<file path="config.mk">
export PLATFORM = sky130hd
export DESIGN_NAME = wb_line_port
export DESIGN_NICKNAME = d
export VERILOG_FILES = /design/src/rtl/wb_line_port_pkg.sv /design/src/rtl/wb_lane_mux.sv /design/src/rtl/wb_line_port.sv
export SDC_FILE = /design/constraint.sdc
export NUM_CORES = 1
export LEC_CHECK = 0
export CELL_PAD_IN_SITES_DETAIL_PLACEMENT = 1
export CELL_PAD_IN_SITES_GLOBAL_PLACEMENT = 2
export CORE_MARGIN = 5
export CORE_UTILIZATION = 29
export CTS_BUF_LIST = sky130_fd_sc_hd__clkbuf_8
export CTS_CLUSTER_SIZE = 24
export DETAILED_ROUTE_END_ITERATION = 8
export GPL_TIMING_DRIVEN = 1
export PLACE_DENSITY_LB_ADDON = 0.1
export SLEW_MARGIN = 15
export SYNTH_ARGS = -nofsm -noshare
export SYNTH_HDL_FRONTEND = slang
export SYNTH_HIERARCHICAL = 1
export SYNTH_SLANG_ARGS = --single-unit
</file>
<file path="constraint.sdc">
create_clock -name clk -period 6.2 [get_ports clk]
set_clock_uncertainty 0.2 [all_clocks]
set_input_delay 0.62 -clock clk [delete_from_list [all_inputs] [get_ports clk]]
set_output_delay 0.62 -clock clk [all_outputs]
set_load 0.03 [all_outputs]
</file>
<file path="src/rtl/wb_line_port_pkg.sv">
// Shared types for the Wishbone line port: line/word containers and the port FSM states.
package wb_line_port_pkg;

  typedef logic [127:0] lc3b_line;
  typedef logic [15:0]  lc3b_word;

  typedef enum logic [1:0] {
    IDLE    = 2'd0,
    BUS     = 2'd1,
    BACKOFF = 2'd2
  } wb_port_state_t;

endpackage

</file>
<file path="src/rtl/wb_lane_mux.sv">
// Byte-lane steering between a pipeline word and a Wishbone line: builds SEL and the
// write line from a line offset, and extracts the addressed word or byte from a read line.
module wb_lane_mux
  import wb_line_port_pkg::*;
#(
  parameter int LINE_W = 128,
  parameter int WORD_W = 16
) (
  input  logic [$clog2(LINE_W/8)-1:0] byte_idx,
  input  logic                        is_byte,
  input  logic [WORD_W-1:0]           wdata,
  input  logic [LINE_W-1:0]           line_in,
  output logic [LINE_W/8-1:0]         sel,
  output logic [LINE_W-1:0]           line_out,
  output logic [WORD_W-1:0]           rdata
);

  localparam int NL  = LINE_W / 8;
  localparam int BPW = WORD_W / 8;
  localparam int OFF = $clog2(NL);
  localparam int WB  = $clog2(BPW);

  localparam logic [NL-1:0] WORD_SEL = {{(NL-BPW){1'b0}}, {BPW{1'b1}}};
  localparam logic [NL-1:0] BYTE_SEL = NL'(1);

  logic [OFF-1:0]    word_idx;
  logic [LINE_W-1:0] word_line;
  logic [LINE_W-1:0] byte_line;

  // Word accesses drop the sub-word address bits; byte accesses use the full offset.
  always_comb begin
    word_idx  = byte_idx >> WB;
    word_line = line_in >> (int'(word_idx) * WORD_W);
    byte_line = line_in >> (int'(byte_idx) * 8);
    if (is_byte) begin
      sel      = BYTE_SEL << byte_idx;
      line_out = LINE_W'(wdata[7:0]) << (int'(byte_idx) * 8);
      rdata    = WORD_W'(byte_line[7:0]);
    end else begin
      sel      = WORD_SEL << (int'(word_idx) * BPW);
      line_out = LINE_W'(wdata) << (int'(word_idx) * WORD_W);
      rdata    = word_line[WORD_W-1:0];
    end
  end

endmodule

</file>
<file path="src/rtl/wb_line_port.sv">
// Memory-stage bus port: accepts one load/store at a time and runs it as a Wishbone line
// cycle, with RTY backoff/retry, an ACK timeout, and a pipeline stall while busy.
module wb_line_port
  import wb_line_port_pkg::*;
#(
  parameter int LINE_W    = 128,
  parameter int WORD_W    = 16,
  parameter int ADDR_W    = 16,
  parameter int MAX_RETRY = 3,
  parameter int TIMEOUT   = 255
) (
  input  logic                clk,
  input  logic                rst_n,
  input  logic                req_valid,
  output logic                req_ready,
  input  logic                req_we,
  input  logic                req_byte,
  input  logic [ADDR_W-1:0]   req_addr,
  input  logic [WORD_W-1:0]   req_wdata,
  output logic                resp_valid,
  output logic                resp_err,
  output logic [WORD_W-1:0]   resp_rdata,
  output logic                stall,
  output logic [ADDR_W-1:0]   ADR,
  output logic [LINE_W-1:0]   DAT_M,
  input  logic [LINE_W-1:0]   DAT_S,
  output logic [LINE_W/8-1:0] SEL,
  output logic                CYC,
  output logic                STB,
  output logic                WE,
  input  logic                ACK,
  input  logic                RTY
);

  localparam int NL  = LINE_W / 8;
  localparam int OFF = $clog2(NL);
  localparam int RW  = $clog2(MAX_RETRY + 1);
  localparam int TW  = $clog2(TIMEOUT + 1);

  wb_port_state_t    state_q, state_d;
  logic              we_q, we_d;
  logic              byte_q, byte_d;
  logic [OFF-1:0]    off_q, off_d;
  logic [RW-1:0]     retry_q, retry_d;
  logic [TW-1:0]     tmo_q, tmo_d;
  logic              cyc_q, cyc_d;
  logic              stb_q, stb_d;
  logic              we_out_q, we_out_d;
  logic [NL-1:0]     sel_q, sel_d;
  logic [LINE_W-1:0] dat_m_q, dat_m_d;
  logic [ADDR_W-1:0] adr_q, adr_d;
  logic              resp_valid_q, resp_valid_d;
  logic              resp_err_q, resp_err_d;
  logic [WORD_W-1:0] rdata_q, rdata_d;

  logic              idle;
  logic [OFF-1:0]    lane_off;
  logic              lane_byte;
  logic [NL-1:0]     lane_sel;
  logic [LINE_W-1:0] lane_line;
  logic [WORD_W-1:0] lane_rdata;

  assign idle      = (state_q == IDLE);
  assign req_ready = idle;
  assign stall     = !idle || (req_valid && req_ready);

  // In IDLE the mux steers the incoming request; afterwards it extracts read data for the held one.
  assign lane_off  = idle ? req_addr[OFF-1:0] : off_q;
  assign lane_byte = idle ? req_byte : byte_q;

  wb_lane_mux #(
    .LINE_W (LINE_W),
    .WORD_W (WORD_W)
  ) u_lane_mux (
    .byte_idx (lane_off),
    .is_byte  (lane_byte),
    .wdata    (req_wdata),
    .line_in  (DAT_S),
    .sel      (lane_sel),
    .line_out (lane_line),
    .rdata    (lane_rdata)
  );

  always_comb begin
    state_d      = state_q;
    we_d         = we_q;
    byte_d       = byte_q;
    off_d        = off_q;
    retry_d      = retry_q;
    tmo_d        = tmo_q;
    cyc_d        = cyc_q;
    stb_d        = stb_q;
    we_out_d     = we_out_q;
    sel_d        = sel_q;
    dat_m_d      = dat_m_q;
    adr_d        = adr_q;
    rdata_d      = rdata_q;
    resp_valid_d = 1'b0;
    resp_err_d   = 1'b0;
    unique case (state_q)
      IDLE: begin
        if (req_valid) begin
          state_d  = BUS;
          we_d     = req_we;
          byte_d   = req_byte;
          off_d    = req_addr[OFF-1:0];
          retry_d  = '0;
          tmo_d    = '0;
          cyc_d    = 1'b1;
          stb_d    = 1'b1;
          we_out_d = req_we;
          sel_d    = lane_sel;
          dat_m_d  = lane_line;
          adr_d    = {req_addr[ADDR_W-1:OFF], {OFF{1'b0}}};
        end
      end
      BUS: begin
        if (ACK) begin
          state_d      = IDLE;
          cyc_d        = 1'b0;
          stb_d        = 1'b0;
          we_out_d     = 1'b0;
          resp_valid_d = 1'b1;
          if (!we_q) begin
            rdata_d = lane_rdata;
          end
        end else if (RTY && (retry_q != RW'(MAX_RETRY))) begin
          state_d = BACKOFF;
          cyc_d   = 1'b0;
          stb_d   = 1'b0;
          retry_d = retry_q + RW'(1);
          tmo_d   = '0;
        end else if (RTY || (tmo_q == TW'(TIMEOUT))) begin
          state_d      = IDLE;
          cyc_d        = 1'b0;
          stb_d        = 1'b0;
          we_out_d     = 1'b0;
          resp_valid_d = 1'b1;
          resp_err_d   = 1'b1;
        end else begin
          tmo_d = tmo_q + TW'(1);
        end
      end
      BACKOFF: begin
        state_d = BUS;
        cyc_d   = 1'b1;
        stb_d   = 1'b1;
      end
      default: begin
        state_d = IDLE;
        cyc_d   = 1'b0;
        stb_d   = 1'b0;
      end
    endcase
  end

  always_ff @(posedge clk or negedge rst_n) begin
    if (!rst_n) begin
      state_q      <= IDLE;
      we_q         <= 1'b0;
      byte_q       <= 1'b0;
      off_q        <= '0;
      retry_q      <= '0;
      tmo_q        <= '0;
      cyc_q        <= 1'b0;
      stb_q        <= 1'b0;
      we_out_q     <= 1'b0;
      sel_q        <= '0;
      dat_m_q      <= '0;
      adr_q        <= '0;
      resp_valid_q <= 1'b0;
      resp_err_q   <= 1'b0;
      rdata_q      <= '0;
    end else begin
      state_q      <= state_d;
      we_q         <= we_d;
      byte_q       <= byte_d;
      off_q        <= off_d;
      retry_q      <= retry_d;
      tmo_q        <= tmo_d;
      cyc_q        <= cyc_d;
      stb_q        <= stb_d;
      we_out_q     <= we_out_d;
      sel_q        <= sel_d;
      dat_m_q      <= dat_m_d;
      adr_q        <= adr_d;
      resp_valid_q <= resp_valid_d;
      resp_err_q   <= resp_err_d;
      rdata_q      <= rdata_d;
    end
  end

  assign CYC        = cyc_q;
  assign STB        = stb_q;
  assign WE         = we_out_q;
  assign SEL        = sel_q;
  assign DAT_M      = dat_m_q;
  assign ADR        = adr_q;
  assign resp_valid = resp_valid_q;
  assign resp_err   = resp_err_q;
  assign resp_rdata = rdata_q;

endmodule

</file>
==> results_dict.tcl, run 1 <==
set metrics [dict create \
    r2r_start "state_q[0]$_DFFE_PN0P_" \
    rsz0062_at_grt "no" \
    final_common_cell "nand2_1" \
    slew_headroom_pct 22.3 \
    maxCapViolCount 0 \
    synth_area_sq_um 10600 \
    holdWs_ns 0.282 \
    synthFlopType "dfrtp_1" \
    fin_crit_sh_pct 63.2 \
    vias_per_cell 4.86 \
    coreArea_sq_um 36400 \
    final_cell_mix "nand2_1, clkdlybuf4s50_1, dfrtp_1, nor2_1, mux2i_1" \
    cts_buffers 17 \
    initial_core_util_pct 29.2 \
    die_height_um 202 \
    max_freq_ghz 0.255 \
    hold_start "SEL[10]$_DFFE_PN0P_" \
    grt_max_degree 128 \
    clock_sinks 194 \
    hp-class "reg -> reg" \
    setup.worst_path.start "state_q[0]$_DFFE_PN0P_" \
    worstPathRequired_ns 6.43 \
    drc 0 \
    cts_buffer_depth 2 \
    postCtsSetupBuffers 0 \
    yosysSeqAreaShare_pct 45.6 \
    drt_iter0_drc 538 \
    path_class "reg -> reg" \
    synth_edf_count 0 \
    gp_congestion 0.886 \
    grt_pass1_wl_um 67100 \
    setup_viol_count_final 0 \
    syn_inst 1226 \
    grt.total_usage_pct 21.5 \
    nNetsFinal 1687 \
    grt_overflow 0 \
    drive_gt1_share_pct 7.19 \
    die_area_sq_um 40600 \
    drv_slew 0 \
    io_pins 350 \
    die_w_um 202 \
    ant_nets 0 \
    start_kind "register" \
    tns_ns 0 \
    worstPathMaxFanout 25 \
    avgRoutedWirePerCell_um 22.2 \
    arrival_ns 4.15 \
    numPortBuffers 345 \
    yosys_register_bits 194 \
    vias 9727 \
    routed_wl_um 44400 \
    worst_pin_slew_ns 1.16 \
    syn_avg_cell_area_sq_um 8.68 \
    status "finished clean" \
    cp-end-kind "register" \
    synth-async-reset-ratio_pct 100 \
    period_needed_ns 3.92 \
    area_delta_synth_final_pct 38.4 \
    ys_warn_count 6 \
    cts_repair_resize_count 0 \
    cts_max_level 4 \
    grt_pass1_vias 10400 \
    antenna_found_initial 6 \
    p_leak_nw 6.89 \
    finalHoldViolations 0 \
    clock_latency_ns 0.48 \
    synth.distinct_cells 58 \
    power_density_nw_per_um2 489 \
    cts-root-buf "clkbuf_8" \
    clkTransAtPathRegs_ns 0.11 \
    ir_worst_vdd_uv 237 \
    rows 70 \
    dr.pass1.iters 5 \
    tritoncts "built" \
    dp_hpwl_um 31600 \
]
==> metal layers <==
layer / wire [um] / up-vias / track usage (%) / share of wire, %
li1: - / 4573 / - / -
met1: 20000 / 4878 / 28.7 / 45
met2: 21700 / 236 / 35.8 / 49
met3: 1910 / 36 / 4.37 / 4.3
met4: 779 / 4 / 5.44 / 1.8
met5: 33 / - / 0 / 0.074
==> critical path, stage by stage, from the launching register on <==
cell	delay, ns
dfrtp_1	0.50
nor2_2	0.42
mux2_2	0.55
buf_4	0.30
nor2b_2	0.69
nand2b_1	0.75
nor2_1	0.28
nand2_1	0.07
nand2_1	0.08
==> synth_stat cells, types with 2 or more instances <==
| master | number | area share, % |
|---|---|---|
| a21oi_1 | 17 | 0.80 |
| nand2_1 | 514 | 18 |
| buf_2 | 31 | 1.5 |
| o21ai_0 | 15 | 0.71 |
| o21ai_1 | 2 | 0.094 |
| mux2i_1 | 67 | 6.3 |
| mux4_1 | 7 | 1.7 |
| mux4_2 | 28 | 5.9 |
| nor2_1 | 161 | 5.7 |
| a221oi_1 | 6 | 0.49 |
| mux2_2 | 22 | 2.3 |
| a21oi_2 | 2 | 0.16 |
| clkbuf_1 | 19 | 0.67 |
| o22ai_1 | 2 | 0.12 |
| nor2_2 | 2 | 0.12 |
| a2bb2oi_1 | 4 | 0.33 |
| inv_1 | 5 | 0.18 |
| and2_1 | 3 | 0.18 |
| o221ai_1 | 2 | 0.16 |
| nor2b_1 | 11 | 0.65 |
| o2111ai_1 | 2 | 0.16 |
| dfrtp_1 | 194 | 46 |
| a22oi_1 | 12 | 0.85 |
| buf_6 | 8 | 0.85 |
| nor2b_2 | 2 | 0.16 |
| nand2b_1 | 10 | 0.59 |
| nor3_1 | 2 | 0.094 |
| buf_4 | 23 | 1.6 |
| buf_1 | 3 | 0.11 |
| a31oi_1 | 6 | 0.35 |
| ha_1 | 2 | 0.24 |
| nand3_1 | 13 | 0.61 |
| o211ai_1 | 4 | 0.28 |
==> report_power, final <==
group | internal [W] | leakage [nW] | switching, W
registers | 0.00168 | 2.62 | 0.000283
logic | 0.00162 | 4.06 | 0.00271
clock network | 0.000418 | 0.219 | 0.000499
==> timing repair <==
item                                    4_1_cts  5_1_grt
hold buffers                                  1        0
hold endpoints to repair                      1        0
endpoints found under the setup margin        0        0
==> area by class of cell <==
| class | instances | area [sq um] |
|---|---|---|
| clock buffer | 22 | 303 |
| clock inverter | 9 | 119 |
| inverter | 6 | 22.5 |
| timing repair buffer | 357 | 3580 |
| sequential | 194 | 4850 |
| multi-input combinational | 942 | 5260 |
| fill | 4265 | 21700 |
| tap | 468 | 586 |
| antenna | 4 | 10.0 |
==> logic make-up (layout without fill, tap and decap cells) <==
family	count (synthesis)	in the layout	synth area share [%]
simple gates	729	729	27.1
flops	194	194	45.6
mux	124	124	16.3
buf+inv	93	394	5.28
compound gates	83	83	5.45
fa+ha+maj	2	2	0.235
other cells	1	8	0.0353
==> sequential cells by signal (all words and copies together) (netlist names), 2 cells and up <==
name,flops
resp_rdata,16
ADR,12
state_q,2
off_q,4
DAT_M,128
SEL,16
retry_q,2
tmo_q,8
==> through the flow <==
step | util [%] | total power, W | cell area (sq um) | cells | worst slack [ns]
2_1_floorplan | - | 0.00469 | 10600 | 1229 | 3.34
3_3_place_gp | 39.2 | 0.00633 | 14300 | 1966 | 2.25
3_5_place_dp | 39.2 | 0.00636 | 14300 | 1966 | 2.26
4_1_cts | 40.4 | 0.00731 | 14700 | 1998 | 2.27
5_1_grt | 40.4 | 0.00766 | 14700 | 2002 | 2.01
6_report | 40.4 | 0.00721 | 14700 | 2002 | 2.28
==> worst paths after layout <==
path                                              to  cells after the start  slack [ns]
max in group asynchronous     DAT_M[101]$_DFFE_PN0P_                      3        4.08
min in group asynchronous  resp_rdata[5]$_DFFE_PN0P_                      2        0.56
setup reg to reg               DAT_M[20]$_DFFE_PN0P_                      8        2.28
hold / removal                   SEL[10]$_DFFE_PN0P_                      2        0.28
hold reg to reg                  SEL[10]$_DFFE_PN0P_                      2        0.28
setup / recovery               DAT_M[20]$_DFFE_PN0P_                      8        2.28
Note: power is estimated with default switching activity, not from simulation.
==> run 2, diff against run 1 <==
CORE_UTILIZATION = 27   (was 29)
clock period = 4.09 ns   (was 6.2 ns; I/O delays follow)
==> run 2 against run 1 <==
Against the previous run: count of clock-buffer cells in the layout fell by 2; utilization fell by 1.9 points; cell count rose by 3.0%; design area rose by 1.6%; clock power rose by 69%; total power rose by 55%; setup slack got worse by 1.8 ns; sequential cell count did not move; sequential power rose by 50%; sequential share of layout area fell by 0.51 points; largest power group unchanged.
==> results_dict.tcl, run 2 (same netlist as run 1, synthesis figures left out) <==
set metrics [dict create \
    status "finished clean" \
    power_frac_clock_pct 13.8 \
    cts_max_level 4 \
    cts_buffers 17 \
    tritoncts "built" \
    ant_nets 0 \
    hp-class "in -> reg" \
    grt_overflow 0 \
    r2r-end "DAT_M[61]$_DFFE_PN0P_" \
    numPortBuffers 345 \
    avgRoutedWirePerCell_um 22.0 \
    tns_ns 0 \
    path_class "reg -> reg" \
    power_density_nw_per_um2 748 \
    max_freq_ghz 0.274 \
    reg2reg_depth 7 \
    die_w_um 208 \
    start_kind "register" \
    nNetsFinal 1700 \
    dp_hpwl_um 32800 \
    final_common_cell "nand2_1" \
    worstPathMaxFanout 30 \
    drt_iter0_drc 526 \
    crit_chain "nor2_2, mux2_2, and2_2, nand2b_1, nor2_1, nand2_1, nand2_1" \
    area_delta_synth_final_pct 40.6 \
    drc 0 \
    setup_viol_count_final 0 \
    p_comb_share_pct 59.7 \
    vias 9671 \
    busiest_layer "met2" \
    grt_pass1_wl_um 69000 \
    clock_sinks 194 \
    cts_repair_resize_count 0 \
    cts-root-buf "clkbuf_8" \
    min_path_cells 3 \
    dr.pass1.iters 4 \
    vias_per_cell 4.69 \
    finalHoldViolations 0 \
    intPower_w 0.00585 \
    crit_top_cell "nand2_1" \
    arrival_ns 3.88 \
    worstPathRequired_ns 4.32 \
    reg2reg_slack_ns 0.44 \
    coreArea_sq_um 38800 \
    grt_util_met1_pct 27.5 \
    p_total_w 0.0112 \
    hold_start "req_addr[15]" \
    drv_slew 0 \
    fin_crit_sh_pct 89.2 \
    period_needed_ns 3.65 \
    switching_share_pct 47.7 \
    routed_wl_um 45500 \
    die_height_um 208 \
    drive_gt1_share_pct 7.91 \
    final_cell_mix "nand2_1, clkdlybuf4s50_1, dfrtp_1, nor2_1, mux2i_1" \
    worst_pin_slew_ns 1.14 \
    nFillCells 4501 \
    grt_pass1_vias 10600 \
    largest_register_ffs 128 \
    p_leak_nw 6.98 \
    cp_top_family "simple AND/OR/NAND/NOR gates" \
    grt_util_met2_pct 33.9 \
    clkTransAtPathRegs_ns 0.11 \
    holdPathEnd "ADR[15]$_DFFE_PN0P_" \
    antenna_found_initial 3 \
    path_buf_inv 0 \
    pwr-share-seq_pct 26.5 \
    clock_latency_ns 0.49 \
    cts_buffer_depth 2 \
    rows 72 \
    maxCapViolCount 0 \
    gp_congestion 0.893 \
    r2r_start "state_q[0]$_DFFE_PN0P_" \
    slew_headroom_pct 24.1 \
    ir_worst_vdd_uv 301 \
    grt_util_met3_pct 5.15 \
    initial_core_util_pct 27.4 \
    grt_max_degree 98 \
    cpPeakStageDelay_ns 0.83 \
    grt.total_usage_pct 20.6 \
    die_area_sq_um 43500 \
    slowest_stage "mux2_2" \
    p_switching_w 0.00534 \
    rsz0062_at_grt "no" \
    io_pins 350 \
    cp-end-kind "register" \
]
## run 2: cell types whose count changed in the layout (fill, tap and decap cells not counted), sizes merged
cell      before  now
buf           12   25
clkinvlp       0    1
clkinv         4    3
clkbuf        22   20
diode          4    2
bufinv         2    5
inv            9    8
## run 2: per-stage QoR
stage | utilization [%] | area [sq um] | setup WS [ns] | std cells | hold slack (ns)
2_1_floorplan | - | 10600 | 1.23 | 1229 | -0.0866
3_3_place_gp | 37.3 | 14500 | 0.503 | 2029 | 0.253
3_5_place_dp | 37.3 | 14500 | 0.438 | 2029 | 0.261
4_1_cts | 38.5 | 15000 | 0.395 | 2061 | 0.189
5_1_grt | 38.5 | 15000 | 0.114 | 2063 | 0.208
6_report | 38.5 | 15000 | 0.442 | 2063 | 0.236
## run 2: worst max path at each step
| stage | from | to | cells after the start | slack (ns) |
|---|---|---|---|---|
| after CTS | state_q[0]$_DFFE_PN0P_ | DAT_M[62]$_DFFE_PN0P_ | 7 | 0.39 |
| after global routing | state_q[0]$_DFFE_PN0P_ | DAT_M[56]$_DFFE_PN0P_ | 7 | 0.11 |
| after floorplan | state_q[0]$_DFFE_PN0P_ | resp_rdata[6]$_DFFE_PN0P_ | 10 | 1.23 |
| after global placement | state_q[0]$_DFFE_PN0P_ | DAT_M[62]$_DFFE_PN0P_ | 7 | 0.50 |
| final | state_q[0]$_DFFE_PN0P_ | DAT_M[61]$_DFFE_PN0P_ | 7 | 0.44 |
| after detailed placement | state_q[0]$_DFFE_PN0P_ | DAT_M[62]$_DFFE_PN0P_ | 7 | 0.44 |
## run 2: power by group through the flow
stage,registers (W),logic [W],clock network (W)
2_1_floorplan,0.00407,0.00304,0
3_3_place_gp,0.00300,0.00672,0
3_5_place_dp,0.00300,0.00675,0
4_1_cts,0.00298,0.00677,0.00161
5_1_grt,0.00305,0.00718,0.00168
6_report,0.00296,0.00668,0.00155
## run 2: area by class of cell
cell class | instances | area, sq um | area share [%]
diodes | 2 | 5.00 | 0.0335
clock buffers | 20 | 275 | 1.84
clock inverters | 11 | 200 | 1.34
inverters | 6 | 22.5 | 0.151
multi-input cells | 942 | 5250 | 35.1
flip-flops and latches | 194 | 4850 | 32.5
well taps | 518 | 648 | 4.33
repair buffers | 370 | 3700 | 24.7
## run 2: worst reg2reg max path: cells and delay by family, from the launching register on
family        cells  cell delay (ns)
flops             1             0.50
mux               1             0.83
simple gates      6             2.06
## run 2: layer usage
layer	vias up	share of wire, %
met2	248	48
li1	4605	-
met1	4779	45
met4	0	1.9
met3	39	5.7
met5	-	0
## run 2: timing repair
action / in CTS / in global routing
hold buffers: 1 / 0
buffers inserted: 0 / 0
hold endpoints to repair: 87 / 0
==> run 3, diff against run 2 <==
GPL_TIMING_DRIVEN = default   (was 1)
clock period = 3.6 ns   (was 4.09 ns; I/O delays follow)
==> run 3 against run 2 <==
Against the previous run: die area is the same; clock power grew 7%; register-to-register slack lost 0.07 ns; count of clock-buffer cells in the layout shrank 2; hold slack lost 0.052 ns; fmax grew 13%; global-route usage grew 0.13 points; design area grew 0.49%; utilization grew 0.19 points; combinational power grew 15%; first-iteration DRC count grew 6.3%; critical path depth is the same; critical path type unchanged; critical endpoint is now resp_rdata[4]$_DFFE_PN0P_; largest cell class unchanged.
==> results_dict.tcl, run 3 (same netlist as run 1, synthesis figures left out) <==
set metrics [dict create \
    tritoncts "built" \
    setup.worst_path.start "state_q[0]$_DFFE_PN0P_" \
    worstPathMaxFanout 14 \
    setup_viol_count_final 0 \
    finalNonFillerCells 2073 \
    grt_overflow 0 \
    slowest_stage "and2b_1" \
    worst-path-stages 7 \
    numPortBuffers 345 \
    finalHoldViolations 0 \
    p_total_w 0.0127 \
    antenna_found_initial 4 \
    die_area_sq_um 43500 \
    path_buf_inv 0 \
    regArea_sq_um 4850 \
    p_leak_nw 7.02 \
    period_needed_ns 3.22 \
    fin_crit_sh_pct 89.5 \
    clock_latency_ns 0.49 \
    power_density_nw_per_um2 847 \
    wl_met1_um 20300 \
    grt.total_usage_pct 20.8 \
    cpPeakStageDelay_ns 0.71 \
    drc 0 \
    r2r_start "state_q[0]$_DFFE_PN0P_" \
    start_kind "register" \
    drive_gt1_share_pct 8.56 \
    die_w_um 208 \
    nFillCells 4470 \
    r2r-end "resp_rdata[4]$_DFFE_PN0P_" \
    dpl.cell_count 2039 \
    grt_pass1_vias 10700 \
    drt_iter0_drc 559 \
    cts-root-buf "clkbuf_8" \
    ant_nets 0 \
    crit_chain "nor2_2, mux2_2, and2b_1, a22o_1, a211o_1, o211ai_1, mux2_2" \
    die_height_um 208 \
    met2_length_um 21800 \
    grt_pass1_wl_um 69300 \
    worstPathRequired_ns 3.78 \
    wl_met3_um 2670 \
    status "finished clean" \
    vias_per_cell 4.69 \
    final_cell_mix "nand2_1, clkdlybuf4s50_1, dfrtp_1, nor2_1, mux2i_1" \
    grt_max_degree 101 \
    slew_headroom_pct 39.1 \
    initial_core_util_pct 27.4 \
    crit_top_cell "mux2_2" \
    largest_register_ffs 128 \
    gp_congestion 0.866 \
    cp_top_family "simple AND/OR/NAND/NOR gates" \
    hp-class "in -> async" \
    endpoint "resp_rdata[4]$_DFFE_PN0P_" \
    cts_buffers 17 \
    reg2reg_slack_ns 0.38 \
    routed_wl_um 45500 \
    top_layer_used "met5" \
    rsz0062_at_grt "no" \
    placed_area_sq_um 14600 \
    post-place-ws_ns 0.442 \
    postCtsSetupBuffers 0 \
    dr.pass1.iters 4 \
    arrival_ns 3.40 \
    dp_hpwl_um 33500 \
    reg2reg_depth 7 \
    cts_max_level 4 \
    vias 9723 \
    avgRoutedWirePerCell_um 22.0 \
    nNetsFinal 1710 \
    ir_worst_vdd_uv 396 \
    tns_ns 0 \
    drv_slew 0 \
    clock_sinks 194 \
    io_pins 350 \
    maxCapViolCount 0 \
    rows 72 \
    multi_input_area_sq_um 5250 \
    path_class "reg -> reg" \
    cp-end-kind "register" \
    final_common_cell "nand2_1" \
    fin_area_sq_um 15000 \
    cts_buffer_depth 2 \
    setup_ws_ns 0.377 \
    worst_pin_slew_ns 0.912 \
    coreArea_sq_um 38800 \
    clkTransAtPathRegs_ns 0.10 \
    area_delta_synth_final_pct 41.3 \
    max_freq_ghz 0.310 \
]
[run 3: changes by cell type in the layout (fill, tap and decap cells not counted)]
cell / previous run / this run
buf_4: 20 / 28
clkinv_4: 2 / 5
buf_12: 4 / 6
clkbuf_8: 20 / 18
inv_6: 1 / 3
bufinv_16: 5 / 4
diode_2: 2 / 1
inv_8: 1 / 0
[run 3: what timing repair did]
item / 4_1_cts / 5_1_grt
setup endpoints to repair: 0 / 0
hold endpoints to repair: 61 / 0
hold buffers: 1 / 0
resized for setup: 0 / 0
[run 3: final cells by class]
| cell class | instances | share of cell area, % |
|---|---|---|
| multi-input cells | 942 | 34.9 |
| flip-flops and latches | 194 | 32.3 |
| repair buffers | 380 | 25.3 |
| well taps | 518 | 4.31 |
| clock buffers | 18 | 1.65 |
| clock inverters | 14 | 1.35 |
| inverters | 6 | 0.150 |
| diodes | 1 | 0.0167 |
[run 3: through the flow]
| stage | hold WS, ns | util, % |
|---|---|---|
| global placement | 0.160 | 37.5 |
| finish | 0.184 | 38.7 |
| floorplan | -0.136 | - |
| detailed placement | 0.163 | 37.5 |
| global route | 0.156 | 38.7 |
| CTS | 0.135 | 38.7 |
[run 3: power breakdown]
group | switching [W] | internal, W
logic | 0.00473 | 0.00294
clock network | 0.000876 | 0.000786
registers | 0.000484 | 0.00290
[run 3: how the worst min path moves through the flow]
| stage | startpoint | endpoint | slack (ns) | cells after the start |
|---|---|---|---|---|
| floorplan | rst_n | ADR[10]$_DFFE_PN0P_ | -0.14 | 0 |
| global placement | rst_n | ADR[4]$_DFFE_PN0P_ | 0.16 | 1 |
| detailed placement | rst_n | ADR[4]$_DFFE_PN0P_ | 0.16 | 1 |
| CTS | req_addr[4] | ADR[4]$_DFFE_PN0P_ | 0.13 | 3 |
| global route | req_addr[13] | ADR[13]$_DFFE_PN0P_ | 0.16 | 3 |
| finish | rst_n | we_q$_DFFE_PN0P_ | 0.18 | 2 |
[run 3: per-layer routing]
metal  track usage, %  vias up
met4             4.87        6
met5                0        -
li1                 -     4623
met2             34.2      225
met1             27.9     4832
met3             4.88       37
